[config.mk]
export PLATFORM = sky130hd
export DESIGN_NAME = uart_tx_arbiter
export DESIGN_NICKNAME = d
export VERILOG_FILES = /design/src/rtl/uart_tx_arbiter_pkg.sv /design/src/rtl/uart_tx_arbiter_rr.sv /design/src/rtl/uart_tx_arbiter.sv
export SDC_FILE = /design/constraint.sdc
export NUM_CORES = 1
export LEC_CHECK = 0
export BUFFER_PORTS_ARGS = -buffer_cell sky130_fd_sc_hd__buf_2
export CORE_ASPECT_RATIO = 1.5
export CORE_UTILIZATION = 45
export DETAILED_ROUTE_END_ITERATION = 6
export GPL_ROUTABILITY_DRIVEN = 0
export PLACE_DENSITY = 0.73
export SYNTH_ARGS = -nofsm -noshare
export SYNTH_HDL_FRONTEND = slang
export SYNTH_SLANG_ARGS = --single-unit
export TNS_END_PERCENT = 10
[constraint.sdc]
create_clock -name i_clk -period 5 [get_ports i_clk]
set_input_delay 0.75 -clock i_clk [delete_from_list [all_inputs] [get_ports i_clk]]
set_output_delay 0.75 -clock i_clk [all_outputs]
set_load 0.02 [all_outputs]
[src/rtl/uart_tx_arbiter_pkg.sv]
// Shared types and defaults for the UART transmit arbiter: FSM encoding and
// parameter defaults used by the top and its round-robin picker.
package uart_tx_arbiter_pkg;

    typedef enum logic [1:0] {
        ST_IDLE  = 2'd0,
        ST_SEND  = 2'd1,
        ST_START = 2'd2,
        ST_DRAIN = 2'd3
    } arb_state_t;

    localparam int DEF_NUM_REQ     = 4;
    localparam int DEF_DATA_W      = 8;
    localparam int DEF_TIMEOUT_CYC = 1024;

endpackage

[src/rtl/uart_tx_arbiter_rr.sv]
// Round-robin picker: one-hot grant for the first requester after last_grant,
// wrapping to index 0. Purely combinational.
module uart_tx_arbiter_rr
    import uart_tx_arbiter_pkg::*;
#(
    parameter int NUM_REQ = DEF_NUM_REQ,
    parameter int IDX_W   = $clog2(NUM_REQ)
) (
    input  logic [NUM_REQ-1:0] i_req,
    input  logic [IDX_W-1:0]   i_last_grant,
    output logic [NUM_REQ-1:0] o_grant
);

    localparam logic [NUM_REQ-1:0] ONE = {{(NUM_REQ-1){1'b0}}, 1'b1};

    logic [NUM_REQ-1:0] w_mask;
    logic [NUM_REQ-1:0] w_hi;
    logic [NUM_REQ-1:0] w_pick;

    always_comb begin
        w_mask = '0;
        for (int i = 0; i < NUM_REQ; i++) begin
            w_mask[i] = (i > int'(i_last_grant));
        end
    end

    // Prefer requesters above the last owner; otherwise wrap to the lowest index.
    assign w_hi    = i_req & w_mask;
    assign w_pick  = (|w_hi) ? w_hi : i_req;
    assign o_grant = w_pick & (~w_pick + ONE);

endmodule

[src/rtl/uart_tx_arbiter.sv]
// Packet-granular round-robin sharing of one UART byte transmitter among
// NUM_REQ requesters, with a mid-packet stall watchdog.
//
// state | meaning
// IDLE  | no owner; pick next requester round-robin
// SEND  | owner holds grant; wait for its byte and a free UART
// START | one-cycle tx_start pulse with the latched byte
// DRAIN | wait out busy-rise latency and the UART frame
module uart_tx_arbiter
    import uart_tx_arbiter_pkg::*;
#(
    parameter int NUM_REQ     = DEF_NUM_REQ,
    parameter int DATA_W      = DEF_DATA_W,
    parameter int TIMEOUT_CYC = DEF_TIMEOUT_CYC
) (
    input  logic                      i_clk,
    input  logic                      i_rst,
    input  logic [NUM_REQ-1:0]        i_req_valid,
    input  logic [NUM_REQ*DATA_W-1:0] i_req_data,
    input  logic [NUM_REQ-1:0]        i_req_last,
    output logic [NUM_REQ-1:0]        o_req_ready,
    output logic [DATA_W-1:0]         o_tx_data,
    output logic                      o_tx_start,
    input  logic                      i_tx_busy,
    output logic [NUM_REQ-1:0]        o_grant,
    output logic [NUM_REQ-1:0]        o_timeout_err
);

    localparam int IDX_W = $clog2(NUM_REQ);
    localparam int TMO_W = $clog2(TIMEOUT_CYC);
    localparam logic [TMO_W-1:0] TMO_LAST = TMO_W'(TIMEOUT_CYC - 1);

    arb_state_t         r_state;
    arb_state_t         w_state_nxt;
    logic [NUM_REQ-1:0] r_grant;
    logic [IDX_W-1:0]   r_grant_idx;
    logic [IDX_W-1:0]   r_last_grant;
    logic [TMO_W-1:0]   r_tmo_cnt;
    logic [DATA_W-1:0]  r_tx_data;
    logic               r_last_q;
    logic               r_drain_first;
    logic [NUM_REQ-1:0] r_timeout_err;

    logic [NUM_REQ-1:0] w_next_grant;
    logic [IDX_W-1:0]   w_next_idx;
    logic [DATA_W-1:0]  w_sel_data;
    logic               w_any_req;
    logic               w_valid_g;
    logic               w_last_g;
    logic               w_accept;
    logic               w_stall;
    logic               w_stall_expired;
    logic               w_drain_done;
    logic               w_release;

    uart_tx_arbiter_rr #(
        .NUM_REQ (NUM_REQ),
        .IDX_W   (IDX_W)
    ) u_rr (
        .i_req        (i_req_valid),
        .i_last_grant (r_last_grant),
        .o_grant      (w_next_grant)
    );

    always_comb begin
        w_next_idx = '0;
        for (int i = 0; i < NUM_REQ; i++) begin
            if (w_next_grant[i]) w_next_idx = IDX_W'(i);
        end
    end

    always_comb begin
        w_sel_data = '0;
        for (int i = 0; i < NUM_REQ; i++) begin
            if (r_grant_idx == IDX_W'(i)) w_sel_data = i_req_data[i*DATA_W +: DATA_W];
        end
    end

    assign w_any_req       = |i_req_valid;
    assign w_valid_g       = |(i_req_valid & r_grant);
    assign w_last_g        = |(i_req_last & r_grant);
    assign w_accept        = (r_state == ST_SEND) && w_valid_g && !i_tx_busy;
    assign w_stall         = (r_state == ST_SEND) && !w_valid_g;
    assign w_stall_expired = w_stall && (r_tmo_cnt == TMO_LAST);
    // The first DRAIN cycle is held because busy only rises a cycle after tx_start.
    assign w_drain_done    = (r_state == ST_DRAIN) && !r_drain_first && !i_tx_busy;
    assign w_release       = w_drain_done && r_last_q;

    always_ff @(posedge i_clk) begin
        if (i_rst) r_state <= ST_IDLE;
        else       r_state <= w_state_nxt;
    end

    always_comb begin
        w_state_nxt = r_state;
        case (r_state)
            ST_IDLE:  if (w_any_req) w_state_nxt = ST_SEND;
            ST_SEND: begin
                if (w_accept)             w_state_nxt = ST_START;
                else if (w_stall_expired) w_state_nxt = ST_IDLE;
            end
            ST_START: w_state_nxt = ST_DRAIN;
            ST_DRAIN: if (w_drain_done) w_state_nxt = r_last_q ? ST_IDLE : ST_SEND;
            default:  w_state_nxt = ST_IDLE;
        endcase
    end

    always_comb begin
        o_req_ready = '0;
        o_tx_start  = 1'b0;
        if (w_accept)              o_req_ready = r_grant;
        if (r_state == ST_START)   o_tx_start  = 1'b1;
    end

    always_ff @(posedge i_clk) begin
        if (i_rst) begin
            r_grant       <= '0;
            r_grant_idx   <= '0;
            r_last_grant  <= IDX_W'(NUM_REQ - 1);
            r_tmo_cnt     <= '0;
            r_tx_data     <= '0;
            r_last_q      <= 1'b0;
            r_drain_first <= 1'b0;
            r_timeout_err <= '0;
        end else begin
            r_timeout_err <= '0;
            r_drain_first <= (r_state == ST_START);
            if ((r_state == ST_IDLE) && w_any_req) begin
                r_grant     <= w_next_grant;
                r_grant_idx <= w_next_idx;
                r_tmo_cnt   <= '0;
            end
            if (w_accept) begin
                r_tx_data <= w_sel_data;
                r_last_q  <= w_last_g;
                r_tmo_cnt <= '0;
            end else if (w_stall) begin
                if (w_stall_expired) begin
                    r_timeout_err <= r_grant;
                    r_grant       <= '0;
                    r_last_grant  <= r_grant_idx;
                end else if (r_tmo_cnt != '1) begin
                    r_tmo_cnt <= r_tmo_cnt + 1'b1;
                end
            end
            if (w_release) begin
                r_grant      <= '0;
                r_last_grant <= r_grant_idx;
            end
        end
    end

    assign o_grant       = r_grant;
    assign o_tx_data     = r_tx_data;
    assign o_timeout_err = r_timeout_err;

endmodule

==> results_dict.tcl <==
set metrics [dict create \
    synth_ff_type "dfxtp_1" \
    grt_antenna_before_repair 0 \
    synth_compound_area_frac 0.149 \
    synth.avg_cell_area_um2 9.69 \
    crit_chain "buf_2, a22oi_4, a211oi_4, and2_1, buf_2" \
    io_pins 64 \
    worst-path-buf-inv 2 \
    drc 0 \
    p_int_w 0.000426 \
    fmax_mhz 343 \
    synth_fa_ha_area_frac 0.00694 \
    cts_buffers 5 \
    worstPathMaxFanout 16 \
    drtIter0Drc 51 \
    grt_util_all_layers 0.216 \
    p_sw_frac 0.257 \
    drv_cap 0 \
    hpwl_mm 3.22 \
    p_sw_w 0.000147 \
    dieArea_um2 4270 \
    drive_above_1_share 0.361 \
    hold_class "reg -> reg" \
    wl_per_cell_um 14.1 \
    p_leak_nw 0.941 \
    clk_pin_slew_ns 0.06 \
    vias 1666 \
    crit_top_cell "buf_2" \
    synth_top_family_by_area "simple AND/OR/NAND/NOR gates" \
    synthMuxAreaShare 0.144 \
    fin_crit_sh 0.583 \
    synthesis.nets 230 \
    design.core.area_um2 3750 \
    synthArstFlopShare 0 \
    synth_edf_count 0 \
    place_inst 286 \
    worst_ep_arrival_time_ns 2.17 \
    setup_viol 0 \
    synth_cells 186 \
    grt_pass1_vias 1568 \
    ctsResizeCount 0 \
    hold_buffers 0 \
    grt_max_degree 19 \
    clockBufferDepth 2 \
    yosys.area_share.simple 0.268 \
    hold_violations 0 \
    cts_setup_buffers 0 \
    worst-slew-pin-transition_ns 0.835 \
    tns_ns 0 \
    viasPerCell 5.71 \
    rsz0062_at_grt "no" \
    cts_tree "done" \
    ys_seq_area_frac 0.378 \
    globalRouteMet2Util 0.394 \
    min_period_ns 2.92 \
    fin_skew_ns 0.00515 \
    clock_latency_ns 0.28 \
    required_ns 4.25 \
    synth_warnings 0 \
    die_y_um 79.5 \
    max_slew_margin 0.442 \
    path_class "in -> out" \
    slew_violations 0 \
    sequentialPowerShare 0.504 \
    p_per_area_nw_per_um2 258 \
    antenna_cells 0 \
    crit_path_top_delay_cell "a211oi_4" \
    max-vdd-ir-drop_v 0.000192 \
    yosysUniqueCellTypes 48 \
    combinationalPowerShare 0.152 \
    final_nets 294 \
    routed_wl_mm 4.13 \
    num_rows 27 \
    grt_first_pass_wirelength_mm 6.72 \
    clkPwrFrac 0.344 \
    die_x_um 53.7 \
    grt-ovfl-total 0 \
    final_cells 292 \
    synth_seq_cells 34 \
    syn_area_um2 1800 \
    crit_family "compound AO/OA/AOI/OAI gates" \
    start_util 0.481 \
    start_kind "input port" \
    cts_sinks 34 \
    first_pass_iters 4 \
    status "completed" \
    grtUsageMet3 0.0476 \
    grtUsageMet1 0.230 \
    final_antenna_net_count 0 \
    top_usage_layer "met2" \
    max_stage_delay_ns 0.75 \
    portBuffers 63 \
    synth-xor-area-share 0.0291 \
    htreeDepth 2 \
    rrSetupSlack_ns 2.95 \
    syn2layout_area_growth_pct 23.4 \
    crit_path_end_kind "primary output" \
    cts_root_buf "clkbuf_8" \
]
-- stage by stage --
step / area [um^2] / setup slack, ns / hold slack [ns] / total power, W / util
after floorplan: 1800 / 2.55 / 0.464 / 0.000350 / -
after global placement: 2140 / 2.12 / 0.471 / 0.000381 / 0.571
after detailed placement: 2140 / 2.08 / 0.480 / 0.000382 / 0.571
after CTS: 2220 / 2.08 / 0.489 / 0.000579 / 0.593
after global routing: 2220 / 1.97 / 0.516 / 0.000599 / 0.593
final: 2220 / 2.08 / 0.487 / 0.000573 / 0.593
-- per-layer routing --
metal / wire length (um) / part of all wire
met3: 281 / 0.068
met1: 1530 / 0.37
met5: 0 / 0
met4: 96 / 0.023
met2: 2210 / 0.54
-- cells in the final DEF (no fill, tap or decap), drive strengths merged, types with 2 or more instances in the layout --
master,n
o211ai,2
a22oi,4
o21ai,2
clkbuf,6
nand2b,5
xnor2,6
nor3,3
nand2,14
buf,63
nor4,5
a311oi,2
nor2b,4
inv,4
a21boi,2
a21oi,10
nor2,29
mux4,8
a221oi,2
dfxtp,34
and2,10
nand3,7
mux2i,8
-- power by group through the flow --
stage	Sequential, W	Clock [W]	Combinational [W]
6_report	0.000289	0.000197	0.0000869
5_1_grt	0.000290	0.000214	0.0000950
4_1_cts	0.000289	0.000203	0.0000873
3_5_place_dp	0.000295	0	0.0000872
3_3_place_gp	0.000295	0	0.0000855
2_1_floorplan	0.000293	0	0.0000569
-- path summary, 6_finish.rpt --
kind / from / to / cells after the start
worst max register to register: o_grant[2] / r_tmo_cnt[8] / 5
worst min-delay path: r_tmo_cnt[1] / r_tmo_cnt[1] / 2
worst max-delay path: i_req_valid[0] / o_req_ready[0] / 5
worst min register to register: r_tmo_cnt[1] / r_tmo_cnt[1] / 2
-- sequential cells by signal, indices dropped and copies added, names as in the netlist, named ones only --
| register | cells |
|---|---|
| o_grant | 4 |
| o_timeout_err | 4 |
| o_tx_data | 8 |
| r_drain_first | 1 |
| r_grant_idx | 2 |
| r_last_grant | 2 |
| r_last_q | 1 |
| r_state | 1 |
| r_tmo_cnt | 10 |
-- cells by family (layout without fill, tap and decap cells) --
group	after synthesis	after routing
compound gates	33	33
xor+xnor	6	6
fa+ha+maj	1	1
buf+inv	10	73
flops	34	34
mux	16	16
simple gates	86	86
-- layout make-up --
type | count | area [um^2]
fillers | 358 | 1530
multi-input cells | 142 | 1080
flip-flops and latches | 34 | 681
repair buffers | 63 | 315
clock buffers | 6 | 82.6
well taps | 43 | 53.8
inverters | 4 | 15.0
-- cell usage after synthesis, types with 3 or more instances --
cell type  number  area (um^2)
a21oi_1        10         50.1
dfxtp_1        34          681
nand3_1         6         30.0
buf_2           3         15.0
inv_1           4         15.0
mux2i_1         8         80.1
nor2_1         28          105
mux4_2          8          180
xnor2_1         6         52.6
nand2b_1        3         18.8
nand2_1        14         52.6
nor2b_1         4         25.0
nor4_1          4         25.0
and2_1         10         62.6
-- tightest hold or removal path, stage by stage, from the launching register on --
cell      delay [ns]
dfxtp_1         0.32
nand3_1         0.06
a21boi_1        0.05
No activity file was read; power rests on OpenSTA's default activity.
